==> config.mk <==
export PLATFORM = sky130hd
export DESIGN_NAME = trap_controller_flat
export DESIGN_NICKNAME = d
export VERILOG_FILES = /design/src/rtl/trap_controller_pkg.sv /design/src/rtl/trap_controller_if.sv /design/src/rtl/trap_controller_irq_sync.sv /design/src/rtl/trap_controller.sv /design/src/flat_wrapper.sv
export SDC_FILE = /design/constraint.sdc
export NUM_CORES = 1
export LEC_CHECK = 0
export BUFFER_PORTS_ARGS = -buffer_cell sky130_fd_sc_hd__buf_2
export CORE_AREA = 2 2 143 145
export DETAILED_ROUTE_END_ITERATION = 8
export DIE_AREA = 0 0 145 147
export PLACE_DENSITY_LB_ADDON = 0.1
export SYNTH_ARGS = -nofsm -noshare
export SYNTH_HDL_FRONTEND = slang
export SYNTH_HIERARCHICAL = 1
export SYNTH_SLANG_ARGS = --single-unit
==> constraint.sdc <==
create_clock -name clk_i -period 4 [get_ports clk_i]
set_clock_uncertainty 0.2 [all_clocks]
set_input_delay 0.6 -clock clk_i [delete_from_list [all_inputs] [get_ports clk_i]]
set_output_delay 0.6 -clock clk_i [all_outputs]
set_load 0.02 [all_outputs]
==> src/rtl/trap_controller_pkg.sv <==
// Shared types and constants for the trap sequencer: FSM states, event kinds,
// machine-mode interrupt codes and mcause/mip packing helpers.
package trap_controller_pkg;

    typedef enum logic [1:0] {
        IDLE     = 2'd0,
        DRAIN    = 2'd1,
        COMMIT   = 2'd2,
        REDIRECT = 2'd3
    } trap_state_e;

    typedef enum logic [1:0] {
        EXC  = 2'd0,
        MRET = 2'd1,
        IRQ  = 2'd2
    } trap_kind_e;

    localparam logic [4:0] IRQ_CODE_MSI = 5'd3;
    localparam logic [4:0] IRQ_CODE_MTI = 5'd7;
    localparam logic [4:0] IRQ_CODE_MEI = 5'd11;

    // Interrupt mcause: interrupt flag in bit 31, code in the low bits.
    function automatic logic [31:0] irq_mcause(input logic [4:0] code);
        return {1'b1, 26'b0, code};
    endfunction

    // Place the three synchronised lines at their mip bit positions.
    function automatic logic [31:0] pending_vec(input logic sw, input logic timer, input logic ext);
        return {20'b0, ext, 3'b0, timer, 3'b0, sw, 3'b0};
    endfunction

endpackage

==> src/rtl/trap_controller_if.sv <==
// Trap commit bus to the CSR file plus the fetch redirect handshake.
// master = trap controller, slave = CSR file / fetch unit.
interface trap_controller_if;

    logic        trap_en_o;
    logic        mret_en_o;
    logic [31:0] mepc_o;
    logic [31:0] mcause_o;
    logic [31:0] mtval_o;
    logic        redirect_valid_o;
    logic [31:0] redirect_pc_o;
    logic        redirect_ready_i;

    modport master (
        output trap_en_o,
        output mret_en_o,
        output mepc_o,
        output mcause_o,
        output mtval_o,
        output redirect_valid_o,
        output redirect_pc_o,
        input  redirect_ready_i
    );

    modport slave (
        input  trap_en_o,
        input  mret_en_o,
        input  mepc_o,
        input  mcause_o,
        input  mtval_o,
        input  redirect_valid_o,
        input  redirect_pc_o,
        output redirect_ready_i
    );

endinterface

==> src/rtl/trap_controller_irq_sync.sv <==
// Multi-flop synchroniser bringing asynchronous interrupt lines into clk_i.
// Each line passes through STAGES flops; all flops clear on reset.
module trap_controller_irq_sync #(
    parameter int STAGES = 2,
    parameter int WIDTH  = 3
) (
    input  logic             clk_i,
    input  logic             rst_ni,
    input  logic [WIDTH-1:0] irq_raw,
    output logic [WIDTH-1:0] irq_sync
);

    genvar gi;
    generate
        for (gi = 0; gi < STAGES; gi++) begin : g_stage
            logic [WIDTH-1:0] q_reg;
            if (gi == 0) begin : g_first
                always_ff @(posedge clk_i or negedge rst_ni) begin
                    if (!rst_ni) q_reg <= '0;
                    else         q_reg <= irq_raw;
                end
            end else begin : g_chain
                always_ff @(posedge clk_i or negedge rst_ni) begin
                    if (!rst_ni) q_reg <= '0;
                    else         q_reg <= g_stage[gi-1].q_reg;
                end
            end
        end
    endgenerate

    assign irq_sync = g_stage[STAGES-1].q_reg;

endmodule

==> src/rtl/trap_controller.sv <==
// Trap sequencer: arbitrates exception > MRET > interrupt, drains the pipeline,
// pulses the CSR commit, then redirects fetch. TRAP_VECTORED_EN enables vectored mtvec.
module trap_controller
    import trap_controller_pkg::*;
#(
    parameter int          SYNC_STAGES = 2,
    parameter logic [31:0] RESET_PC    = 32'h0000_0000
) (
    input  logic               clk_i,
    input  logic               rst_ni,
    input  logic               exc_valid_i,
    input  logic [4:0]         exc_cause_i,
    input  logic [31:0]        exc_pc_i,
    input  logic [31:0]        exc_tval_i,
    input  logic               mret_valid_i,
    input  logic [31:0]        next_pc_i,
    input  logic               irq_sw_i,
    input  logic               irq_timer_i,
    input  logic               irq_ext_i,
    input  logic               mstatus_mie_i,
    input  logic [31:0]        mie_i,
    input  logic [29:0]        mtvec_base_i,
    input  logic [1:0]         mtvec_mode_i,
    input  logic [31:0]        mepc_i,
    input  logic               pipe_drained_i,
    output logic               flush_o,
    output logic [31:0]        irq_pending_o,
    output logic               busy_o,
    trap_controller_if.master  trap_bus
);

    trap_state_e state_reg, state_next;
    trap_kind_e  kind_reg, kind_next;
    logic [31:0] mepc_reg, mepc_next;
    logic [31:0] mcause_reg, mcause_next;
    logic [31:0] mtval_reg, mtval_next;
    logic [31:0] target_reg, target_next;

    logic [2:0]  irq_sync;
    logic [31:0] irq_enabled;
    logic        irq_take;
    logic [4:0]  irq_code;
    logic [31:0] commit_target;
    logic        trap_commit;
    logic        unused_bits;

    trap_controller_irq_sync #(
        .STAGES (SYNC_STAGES),
        .WIDTH  (3)
    ) u_irq_sync (
        .clk_i    (clk_i),
        .rst_ni   (rst_ni),
        .irq_raw  ({irq_ext_i, irq_timer_i, irq_sw_i}),
        .irq_sync (irq_sync)
    );

    assign irq_pending_o = pending_vec(irq_sync[0], irq_sync[1], irq_sync[2]);
    assign irq_enabled   = irq_pending_o & mie_i;
    assign irq_take      = mstatus_mie_i & (|irq_enabled);

    // Fixed machine-mode priority: external, then software, then timer.
    always_comb begin
        irq_code = IRQ_CODE_MTI;
        if (irq_enabled[IRQ_CODE_MEI]) begin
            irq_code = IRQ_CODE_MEI;
        end else if (irq_enabled[IRQ_CODE_MSI]) begin
            irq_code = IRQ_CODE_MSI;
        end
    end

    // Redirect target uses the CSR values present during COMMIT.
    always_comb begin
        commit_target = {mtvec_base_i, 2'b00};
        if (kind_reg == MRET) begin
            commit_target = {mepc_i[31:2], 2'b00};
        end
`ifdef TRAP_VECTORED_EN
        else if (kind_reg == IRQ && mtvec_mode_i == 2'b01) begin
            commit_target = {mtvec_base_i, 2'b00} + {25'b0, mcause_reg[4:0], 2'b00};
        end
`endif
    end

    always_comb begin
        state_next  = state_reg;
        kind_next   = kind_reg;
        mepc_next   = mepc_reg;
        mcause_next = mcause_reg;
        mtval_next  = mtval_reg;
        target_next = target_reg;
        unique case (state_reg)
            IDLE: begin
                if (exc_valid_i) begin
                    kind_next   = EXC;
                    mcause_next = {27'b0, exc_cause_i};
                    mepc_next   = exc_pc_i;
                    mtval_next  = exc_tval_i;
                    state_next  = DRAIN;
                end else if (mret_valid_i) begin
                    kind_next   = MRET;
                    mcause_next = '0;
                    mepc_next   = '0;
                    mtval_next  = '0;
                    state_next  = DRAIN;
                end else if (irq_take) begin
                    kind_next   = IRQ;
                    mcause_next = irq_mcause(irq_code);
                    mepc_next   = next_pc_i;
                    mtval_next  = '0;
                    state_next  = DRAIN;
                end
            end
            DRAIN: begin
                if (pipe_drained_i) state_next = COMMIT;
            end
            COMMIT: begin
                target_next = commit_target;
                state_next  = REDIRECT;
            end
            REDIRECT: begin
                if (trap_bus.redirect_ready_i) state_next = IDLE;
            end
            default: state_next = IDLE;
        endcase
    end

    always_ff @(posedge clk_i or negedge rst_ni) begin
        if (!rst_ni) begin
            state_reg  <= IDLE;
            kind_reg   <= EXC;
            mepc_reg   <= '0;
            mcause_reg <= '0;
            mtval_reg  <= '0;
            target_reg <= '0;
        end else begin
            state_reg  <= state_next;
            kind_reg   <= kind_next;
            mepc_reg   <= mepc_next;
            mcause_reg <= mcause_next;
            mtval_reg  <= mtval_next;
            target_reg <= target_next;
        end
    end

    // Trap data is only driven alongside the trap pulse, zero otherwise.
    assign trap_commit               = (state_reg == COMMIT) && (kind_reg != MRET);
    assign trap_bus.trap_en_o        = trap_commit;
    assign trap_bus.mret_en_o        = (state_reg == COMMIT) && (kind_reg == MRET);
    assign trap_bus.mepc_o           = trap_commit ? mepc_reg   : '0;
    assign trap_bus.mcause_o         = trap_commit ? mcause_reg : '0;
    assign trap_bus.mtval_o          = trap_commit ? mtval_reg  : '0;
    assign trap_bus.redirect_valid_o = (state_reg == REDIRECT);
    assign trap_bus.redirect_pc_o    = target_reg;
    assign flush_o                   = (state_reg == DRAIN);
    assign busy_o                    = (state_reg != IDLE);

    // Bits with no role in this build, collected so they are visibly intentional.
    assign unused_bits = ^{mepc_i[1:0], mtvec_mode_i, RESET_PC};

endmodule

==> src/flat_wrapper.sv <==
// flat-port wrapper written by rule: the top's interface ports become plain ports
module trap_controller_flat import trap_controller_pkg::*;
#(
    parameter int          SYNC_STAGES = 2,
    parameter logic [31:0] RESET_PC    = 32'h0000_0000
)
  (clk_i, rst_ni, exc_valid_i, exc_cause_i, exc_pc_i, exc_tval_i, mret_valid_i, next_pc_i, irq_sw_i, irq_timer_i, irq_ext_i, mstatus_mie_i, mie_i, mtvec_base_i, mtvec_mode_i, mepc_i, pipe_drained_i, flush_o, irq_pending_o, busy_o, trap_bus_trap_en_o, trap_bus_mret_en_o, trap_bus_mepc_o, trap_bus_mcause_o, trap_bus_mtval_o, trap_bus_redirect_valid_o, trap_bus_redirect_pc_o, trap_bus_redirect_ready_i);
  trap_controller_if trap_bus_i ();
  input  logic clk_i;
  input  logic rst_ni;
  input  logic exc_valid_i;
  input  logic [4:0] exc_cause_i;
  input  logic [31:0] exc_pc_i;
  input  logic [31:0] exc_tval_i;
  input  logic mret_valid_i;
  input  logic [31:0] next_pc_i;
  input  logic irq_sw_i;
  input  logic irq_timer_i;
  input  logic irq_ext_i;
  input  logic mstatus_mie_i;
  input  logic [31:0] mie_i;
  input  logic [29:0] mtvec_base_i;
  input  logic [1:0] mtvec_mode_i;
  input  logic [31:0] mepc_i;
  input  logic pipe_drained_i;
  output logic flush_o;
  output logic [31:0] irq_pending_o;
  output logic busy_o;
  output wire logic [$bits(trap_bus_i.trap_en_o)-1:0] trap_bus_trap_en_o;
  output wire logic [$bits(trap_bus_i.mret_en_o)-1:0] trap_bus_mret_en_o;
  output wire logic [$bits(trap_bus_i.mepc_o)-1:0] trap_bus_mepc_o;
  output wire logic [$bits(trap_bus_i.mcause_o)-1:0] trap_bus_mcause_o;
  output wire logic [$bits(trap_bus_i.mtval_o)-1:0] trap_bus_mtval_o;
  output wire logic [$bits(trap_bus_i.redirect_valid_o)-1:0] trap_bus_redirect_valid_o;
  output wire logic [$bits(trap_bus_i.redirect_pc_o)-1:0] trap_bus_redirect_pc_o;
  input wire logic [$bits(trap_bus_i.redirect_ready_i)-1:0] trap_bus_redirect_ready_i;
  assign trap_bus_trap_en_o = trap_bus_i.trap_en_o;
  assign trap_bus_mret_en_o = trap_bus_i.mret_en_o;
  assign trap_bus_mepc_o = trap_bus_i.mepc_o;
  assign trap_bus_mcause_o = trap_bus_i.mcause_o;
  assign trap_bus_mtval_o = trap_bus_i.mtval_o;
  assign trap_bus_redirect_valid_o = trap_bus_i.redirect_valid_o;
  assign trap_bus_redirect_pc_o = trap_bus_i.redirect_pc_o;
  assign trap_bus_i.redirect_ready_i = trap_bus_redirect_ready_i;
  trap_controller #(.SYNC_STAGES(SYNC_STAGES), .RESET_PC(RESET_PC)) u_core (.clk_i(clk_i), .rst_ni(rst_ni), .exc_valid_i(exc_valid_i), .exc_cause_i(exc_cause_i), .exc_pc_i(exc_pc_i), .exc_tval_i(exc_tval_i), .mret_valid_i(mret_valid_i), .next_pc_i(next_pc_i), .irq_sw_i(irq_sw_i), .irq_timer_i(irq_timer_i), .irq_ext_i(irq_ext_i), .mstatus_mie_i(mstatus_mie_i), .mie_i(mie_i), .mtvec_base_i(mtvec_base_i), .mtvec_mode_i(mtvec_mode_i), .mepc_i(mepc_i), .pipe_drained_i(pipe_drained_i), .flush_o(flush_o), .irq_pending_o(irq_pending_o), .busy_o(busy_o), .trap_bus(trap_bus_i));
endmodule
* Word level (Yosys, flattened, before mapping)
Cells that the tools add are included. W data, S select, Z words.
Storage, ports and cells: bits in latches 0, register bits after elaboration 138, bits in writable memories 0, ROM bits 0, input port bits 207, logic and storage cells 50, memories kept 0
Cells by class: multiplexer cells 24, eq/ne operators 8, add/sub/neg operators 0, reductions and logical operators 8, shift-type cells 0, bitwise logic cells 2, divide/modulo/power cells 0, $mul 0, order comparisons 0
Operators with widths (number):
- $mux W32 | 13
- $and A12 B32 Y32 | 1
- $reduce_or A32 Y1 | 1
- $mux W2 | 8
- $pmux W2 S4 | 1
- $mux W5 | 1
- $eq A2 B1 Y1 const B | 2
- $eq A2 B2 Y1 const B | 2
- $ne A2 B1 Y1 const B | 2
- $ne A4 B3 Y1 const B | 1
- $mux W3 | 1
- $reduce_and A3 Y1 | 1
- $reduce_bool A3 Y1 | 1
- $logic_and A1 B1 Y1 | 2
- $logic_not A2 Y1 | 1
- $ne A2 B2 Y1 const B | 1
- $reduce_and A2 Y1 | 1
- $reduce_bool A2 Y1 | 1
- $and A1 B1 Y1 | 1

* Longest topological paths before layout
Gate-level depths: netlist of the first run.
word-level depth 7, mapped depth 7, depth with buffers taken out 6

* Hierarchy
Netlist of the first run, hierarchy kept.
Modules (own cells, without submodules):
- trap_controller | times used 1, area each 5460.2 sq um, cells an instance 601
- trap_controller_irq_sync | times used 1, area each 150.1 sq um, cells an instance 6

* Least setup slack after synthesis of the first run
Ideal clock, no wire load.
path kind flip-flop to output port, start register u_core.state_reg[0], end output port trap_bus_mtval_o[22], arrival time 1.831 ns, slack 1.369 ns, required time 3.200 ns, cell stages (with the launch flop) 7, path through dfrtp_1 > inv_1 > ha_1 > clkbuf_1 > nor2b_1 > clkbuf_1 > and2_1
Between the ends: longest elaborated chain between the ends 3
Ends and longest elaborated chain:
- start, declared | line trap_controller.sv:32 | trap_state_e state_reg, state_next;
- start signal, assigned | line trap_controller.sv:136 | state_reg <= state_next;
- $eq A2 B2 Y1 | line trap_controller.sv:146 | assign trap_commit = (state_reg == COMMIT) && (kind_reg != MRET);
- $logic_and A1 B1 Y1 | line trap_controller.sv:146
- named net trap_bus_trap_en_o | line flat_wrapper.sv:29 | output wire logic [$bits(trap_bus_i.trap_en_o)-1:0] trap_bus_trap_en_o;
- $mux W32 | line trap_controller.sv:151 | assign trap_bus.mtval_o = trap_commit ? mtval_reg : '0;
- end, declared | line flat_wrapper.sv:33 | output wire logic [$bits(trap_bus_i.mtval_o)-1:0] trap_bus_mtval_o;
The timed path passes the listed nets, and every way through them passes these cells.

* Worst setup path after layout of the first run
start register u_core.state_reg[0], end output port trap_bus_mcause_o[2]
Between the ends: longest elaborated chain between the ends 3
Ends and longest elaborated chain:
- $eq A2 B2 Y1 | line trap_controller.sv:146
- $logic_and A1 B1 Y1 | line trap_controller.sv:146
- $mux W32 | line trap_controller.sv:150 | assign trap_bus.mcause_o = trap_commit ? mcause_reg : '0;
- end, declared | line flat_wrapper.sv:32 | output wire logic [$bits(trap_bus_i.mcause_o)-1:0] trap_bus_mcause_o;
No other way between the ends.

==> results of run 1 <==
[power breakdown]
group / total (mW) / switching [mW] / internal [mW]
combinational: 2.21 / 1.44 / 0.775
sequential: 1.79 / 0.214 / 1.57
clock: 0.847 / 0.406 / 0.441
[metrics by stage]
step                      hold WS [ns]  util [%]
after floorplan                  0.104         -
after global placement           0.135      35.3
final                            0.145      36.7
after global routing             0.141      36.7
after CTS                        0.135      36.7
after detailed placement         0.138      35.3
[layer usage]
metal,vias up,wire length (microns),GRT usage (%)
met5,-,0,0
met4,0,313,5.20
li1,2418,-,-
met1,2094,6600,18.6
met3,21,1160,4.44
met2,178,7570,23.9
[cell type report]
cell class | instances | area share [%]
Sequential cell | 109 | 37.4
Multi-Input combinational cell | 448 | 33.3
Timing Repair Buffer | 288 | 20.6
Tap cell | 270 | 4.64
Clock buffer | 13 | 3.44
Clock inverter | 3 | 0.292
Inverter | 5 | 0.258
Antenna cell | 2 | 0.0687
[final timing paths]
| check | start | end | slack (ns) | depth (start not counted) |
|---|---|---|---|---|
| worst max-delay path | u_core/state_reg[0] | trap_bus_mcause_o[2] | 1.03 | 6 |
| worst min register to register | u_core/u_irq_sync/g_stage[0].q_reg[2] | u_core/u_irq_sync/irq_sync[2] | 0.15 | 0 |
| worst min-delay path | rst_ni | u_core/mtval_reg[9] | 0.15 | 1 |
| min in group clk_i | u_core/u_irq_sync/g_stage[0].q_reg[2] | u_core/u_irq_sync/irq_sync[2] | 0.15 | 0 |
| worst max register to register | u_core/u_irq_sync/irq_sync[2] | u_core/mtval_reg[13] | 1.98 | 4 |
| max in group asynchronous | rst_ni | u_core/u_irq_sync/g_stage[0].q_reg[2] | 2.69 | 2 |
[worst reg2reg max path, stage by stage, from the launching register on]
cell and delay, ns:
dfrtp_1 0.41, a211o_1 0.37, o221ai_4 0.21, buf_12 0.42
o21ai_0 0.28
[cells by family (layout without fill, tap and decap cells)]
kind of cell               count (synthesis)  after routing  synth area share, %
and+or+nand+nor                          211            211                 17.6
AOI/OAI and AO/OA                        145            145                 15.0
DFF                                      109            109                 48.6
buffers and inverters                    106            309                 12.3
muxes                                     31             31                 5.55
adders and majority gates                  4              4                0.892
other                                      1             59               0.0668
[cell usage in the layout, fill, tap and decap left out]
master and instances:
a21oi_1 36, nor2_1 30, ha_2 1, diode_2 2, nand2_1 104, o22ai_1 2, clkinv_4 1, o32a_1 1
dfrtp_1 109, clkinv_2 1, buf_12 3, or2_4 1, o21ai_0 59, buf_4 5, nand2b_1 1, nor2b_4 2
inv_1 5, ha_1 3, clkbuf_1 3, and2_1 71, mux2_2 1, buf_2 280, clkinvlp_4 1, clkbuf_16 9
nor3b_1 1, a22o_1 1, o21ai_1 12, nor2_2 1, o221ai_4 1, conb_1 57, mux2i_1 30, clkbuf_8 1
a32oi_1 1, a211o_1 1, a22oi_1 31
==> results.sh, run 1 <==
export IMPL_portBuffers=281
export IMPL_worstMarginPinSlew_ns=0.843
export IMPL_drive_gt1_share_pct=35.6
export IMPL_clk_pin_slew_worst_paths_ns=0.07
export IMPL_yosys_area_top_type_share_pct=48.6
export IMPL_viasPerCell=4.14
export IMPL_synthCells=607
export IMPL_slowest_delay_ns=0.52
export IMPL_ys_seq_area_share_pct=48.6
export IMPL_dp_hpwl_microns=11300
export IMPL_maxSlewViolCount=0
export IMPL_post_route_min_period_ns=2.97
export IMPL_synth_avg_cell_area_sq_um=9.24
export IMPL_syn_area_sq_mm=0.00561
export IMPL_synth_top_flop_cell="dfrtp_1"
export IMPL_wl_per_cell_microns=13.7
export IMPL_cts_buffer_depth=2
export IMPL_synth_edf_count=0
export IMPL_fin_crit_sh_pct=74.4
export IMPL_clk_insertion_delay_late_ns=0.35
export IMPL_status="finished clean"
export IMPL_multi_input_area_sq_mm=0.00242
export IMPL_fillers=2160
export IMPL_vias=4711
export IMPL_cts_setup_buffers=0
export IMPL_die_y_microns=147
export IMPL_firstDrtPassIters=7
export IMPL_path_cells="inv_1, ha_2, nor2b_4, buf_12, and2_1, buf_2"
export IMPL_cts_made_buffers=9
export IMPL_fp_dieW_microns=145
export IMPL_synth_common_cells="dfrtp_1 (109), nand2_1 (104), and2_1 (71), o21ai_0 (59), buf_4 (58)"
export IMPL_power_mw=4.85
export IMPL_syn2layout_area_growth_pct=29.8
export IMPL_p_per_area_mw_per_mm2=665
export IMPL_cts_htree_levels=3
export IMPL_setup_slack_ns=1.03
export IMPL_grt_max_degree=143
export IMPL_slew_headroom_pct=43.8
export IMPL_clock_sinks=109
export IMPL_crit_slowest_cell="nor2b_4"
export IMPL_ctsRootBufferMaster="clkbuf_16"
export IMPL_peakVddDrop_uv=304
export IMPL_synth_most_common_cell="dfrtp_1"
export IMPL_critPathTopFamily="simple AND/OR/NAND/NOR gates"
export IMPL_cts_hold_buf=0
export IMPL_gp_congestion=0.729
export IMPL_grt_pass1_wl_microns=24800
export IMPL_crit_fanout=42
export IMPL_cts_tree="done"
export IMPL_nets=1072
export IMPL_ys_warn_count=6
export IMPL_ioPinCount=372
export IMPL_cts_resized=0
export IMPL_synth_seq_cells=109
export IMPL_grt_pass1_vias=4537
export IMPL_final_hold_viol_count=0
export IMPL_critPathRequiredTime_ns=3.20
export IMPL_grt_util_all_layers_pct=14.7
export IMPL_drc=0
export IMPL_rsz0062_at_grt="no"
export IMPL_dp_cells=1120
export IMPL_worst_setup_path_start_kind="flop"
export IMPL_finalSetupTns_ns=0
export IMPL_antenna_found_initial=3
export IMPL_place_ws_ns=1.35
export IMPL_finish_instance_area_sq_mm=0.00728
export IMPL_post_dp_cell_area_sq_mm=0.00701
export IMPL_hp_class="input port to async pin"
export IMPL_grt_remaining_overflow=0
export IMPL_cp_num_buf_inv=3
export IMPL_crit_arrival_ns=2.17
export IMPL_fin_cells=1138
export IMPL_yosysUniqueCellTypes=28
export IMPL_setup_violations=0
export IMPL_synthArstFlopShare_pct=100
export IMPL_coreArea_sq_mm=0.0198
export IMPL_drtAntennaViolNets=0
export IMPL_synth_area_top_cells="dfrtp_1 (49%), and2_1 (7.9%), buf_4 (7.8%)"
export IMPL_timing_fmax_mhz=336
export IMPL_maxCapViolCount=0
export IMPL_drt_iter0_drc=161
export IMPL_routed_wl_microns=15600
export IMPL_power_leakage_nw=3.77
export IMPL_core_rowCount=52
export IMPL_start_util_pct=28.3
export IMPL_yosys_area_top_type="dfrtp_1"
export IMPL_worstSetupEndpointType="primary output"
export IMPL_design_die_area_sq_mm=0.0213
export IMPL_seq_area_sq_mm=0.00273
export IMPL_crit_type="flop to primary output"
No activity file was read; power rests on OpenSTA's default activity.
==> run 2: changes to the inputs <==
CORE_AREA = 2 2 144 146   (was 2 2 143 145)
DIE_AREA = 0 0 146 148   (was 0 0 145 147)
clock period = 2.9 ns   (was 4 ns; I/O delays follow)
==> run 2 against run 1 <==
Cell count up 0.44%. Combinational power grew 38%. Count of clock-buffer cells in the layout is 3 lower. Global-route usage is 0.45 points lower. Critical path type unchanged. Cell area up 1.3%. Non-clock buffer count up 7.
==> results.sh, run 2 (synthesis gave the netlist of run 1 again) <==
export IMPL_cts_setup_buffers=0
export IMPL_crit_type="flop to primary output"
export IMPL_status="finished clean"
export IMPL_seq_area_sq_mm=0.00273
export IMPL_rsz0062_at_grt="no"
export IMPL_ioPinCount=372
export IMPL_wl_per_cell_microns=13.5
export IMPL_cts_made_buffers=9
export IMPL_crit_fanout=63
export IMPL_dp_hpwl_microns=11200
export IMPL_grt_util_all_layers_pct=14.2
export IMPL_fillers=2166
export IMPL_nets=1079
export IMPL_fin_cells=1143
export IMPL_core_rowCount=52
export IMPL_worstHoldEndpoint="u_core/mtval_reg[26]"
export IMPL_n_antenna_cell=0
export IMPL_final_common_cell="buf_2"
export IMPL_p_per_area_mw_per_mm2=921
export IMPL_portBuffers=281
export IMPL_whs_path_depth=3
export IMPL_grt_remaining_overflow=0
export IMPL_crit_arrival_ns=1.89
export IMPL_syn2layout_area_growth_pct=31.5
export IMPL_antenna_found_initial=1
export IMPL_coreArea_sq_mm=0.0200
export IMPL_clk_pin_slew_worst_paths_ns=0.07
export IMPL_grt_pass1_wl_microns=24500
export IMPL_maxSlewViolCount=0
export IMPL_drc=0
export IMPL_grt_max_degree=143
export IMPL_ctsRootBufferMaster="clkbuf_16"
export IMPL_fp_dieW_microns=146
export IMPL_hold_start="exc_tval_i[26]"
export IMPL_multi_input_area_sq_mm=0.00242
export IMPL_viasPerCell=4.14
export IMPL_r2r_slack_ns=0.87
export IMPL_vias=4727
export IMPL_worstMarginPinSlew_ns=0.579
export IMPL_setup_violations=0
export IMPL_dp_cells=1123
export IMPL_power_leakage_nw=3.82
export IMPL_drt_iter0_drc=175
export IMPL_cts_tree="done"
export IMPL_peakVddDrop_uv=371
export IMPL_design_die_area_sq_mm=0.0216
export IMPL_mostFrequentLayoutCells="buf_2 (280), dfrtp_1 (109), nand2_1 (104), and2_1 (71), o21ai_0 (59)"
export IMPL_reg2reg_to="u_core/mepc_reg[2]"
export IMPL_gp_congestion=0.710
export IMPL_grt_pass1_vias=4634
export IMPL_start_util_pct=28.0
export IMPL_timing_fmax_mhz=396
export IMPL_cts_buffer_depth=2
export IMPL_fin_crit_sh_pct=87.0
export IMPL_clk_insertion_delay_late_ns=0.35
export IMPL_finalSetupTns_ns=0
export IMPL_hp_class="input port to flop"
export IMPL_drtAntennaViolNets=0
export IMPL_rr_startpoint="u_core/u_irq_sync/irq_sync[2]"
export IMPL_r2r_worst_path_cells=4
export IMPL_firstDrtPassIters=4
export IMPL_cts_htree_levels=3
export IMPL_routed_wl_microns=15500
export IMPL_post_route_min_period_ns=2.52
export IMPL_worstSetupEndpointType="primary output"
export IMPL_final_hold_viol_count=0
export IMPL_worst_setup_path_start_kind="flop"
export IMPL_clock_sinks=109
export IMPL_slew_headroom_pct=61.4
export IMPL_drive_gt1_share_pct=36.0
export IMPL_critPathRequiredTime_ns=2.27
export IMPL_maxCapViolCount=0
export IMPL_die_y_microns=148
[run 2: metrics by stage]
step	utilization (%)	hold WS, ns	instance area, sq um	setup slack, ns	power, mW
floorplan	-	-0.0606	5820	0.434	4.69
global placement	35.1	0.134	7030	0.708	5.59
detailed placement	35.1	0.135	7030	0.723	5.62
CTS	36.8	0.0953	7380	0.318	6.96
global route	36.8	0.106	7380	0.187	7.40
finish	36.8	0.121	7380	0.377	6.80
[run 2: cell type report]
cell class                 instances  area share, %
sequential                       109           37.0
tap                              270           4.58
clock inverter                     6          0.933
multi-input combinational        448           32.9
timing repair buffer             295           21.2
clock buffer                      10           3.24
inverter                           5          0.254
[run 2: layer usage]
metal | track usage [%] | share of wire, % | vias to the layer above
met3 | 3.49 | 6.5 | 17
met5 | 0 | 0.10 | -
met2 | 24.4 | 50 | 181
li1 | - | - | 2420
met4 | 4.66 | 1.5 | 2
met1 | 17.7 | 42 | 2107
[run 2: worst max path at each step]
stage,from,endpoint,cells after the start
after global placement,u_core/state_reg[0],trap_bus_mcause_o[31],5
after global routing,u_core/state_reg[0],trap_bus_mcause_o[31],5
after floorplan,u_core/state_reg[0],trap_bus_mtval_o[22],6
after detailed placement,u_core/state_reg[0],trap_bus_mcause_o[31],5
after CTS,u_core/state_reg[0],trap_bus_mcause_o[31],5
final,u_core/state_reg[0],trap_bus_mcause_o[31],5
[run 2: power by group]
part | internal [mW] | switching (mW)
sequential | 2.17 | 0.292
combinational | 1.07 | 1.97
clock | 0.701 | 0.586
[run 2: critical path, stage by stage, from the launching register on]
cell	delay, ns
dfrtp_1	0.41
inv_1	0.10
ha_2	0.18
buf_4	0.47
and2_1	0.20
buf_2	0.17
[run 2: what timing repair did]
| item | CTS | global route |
|---|---|---|
| hold buffers | 4 | 0 |
| gates resized for setup | 0 | 0 |
| hold endpoints to repair | 40 | 0 |
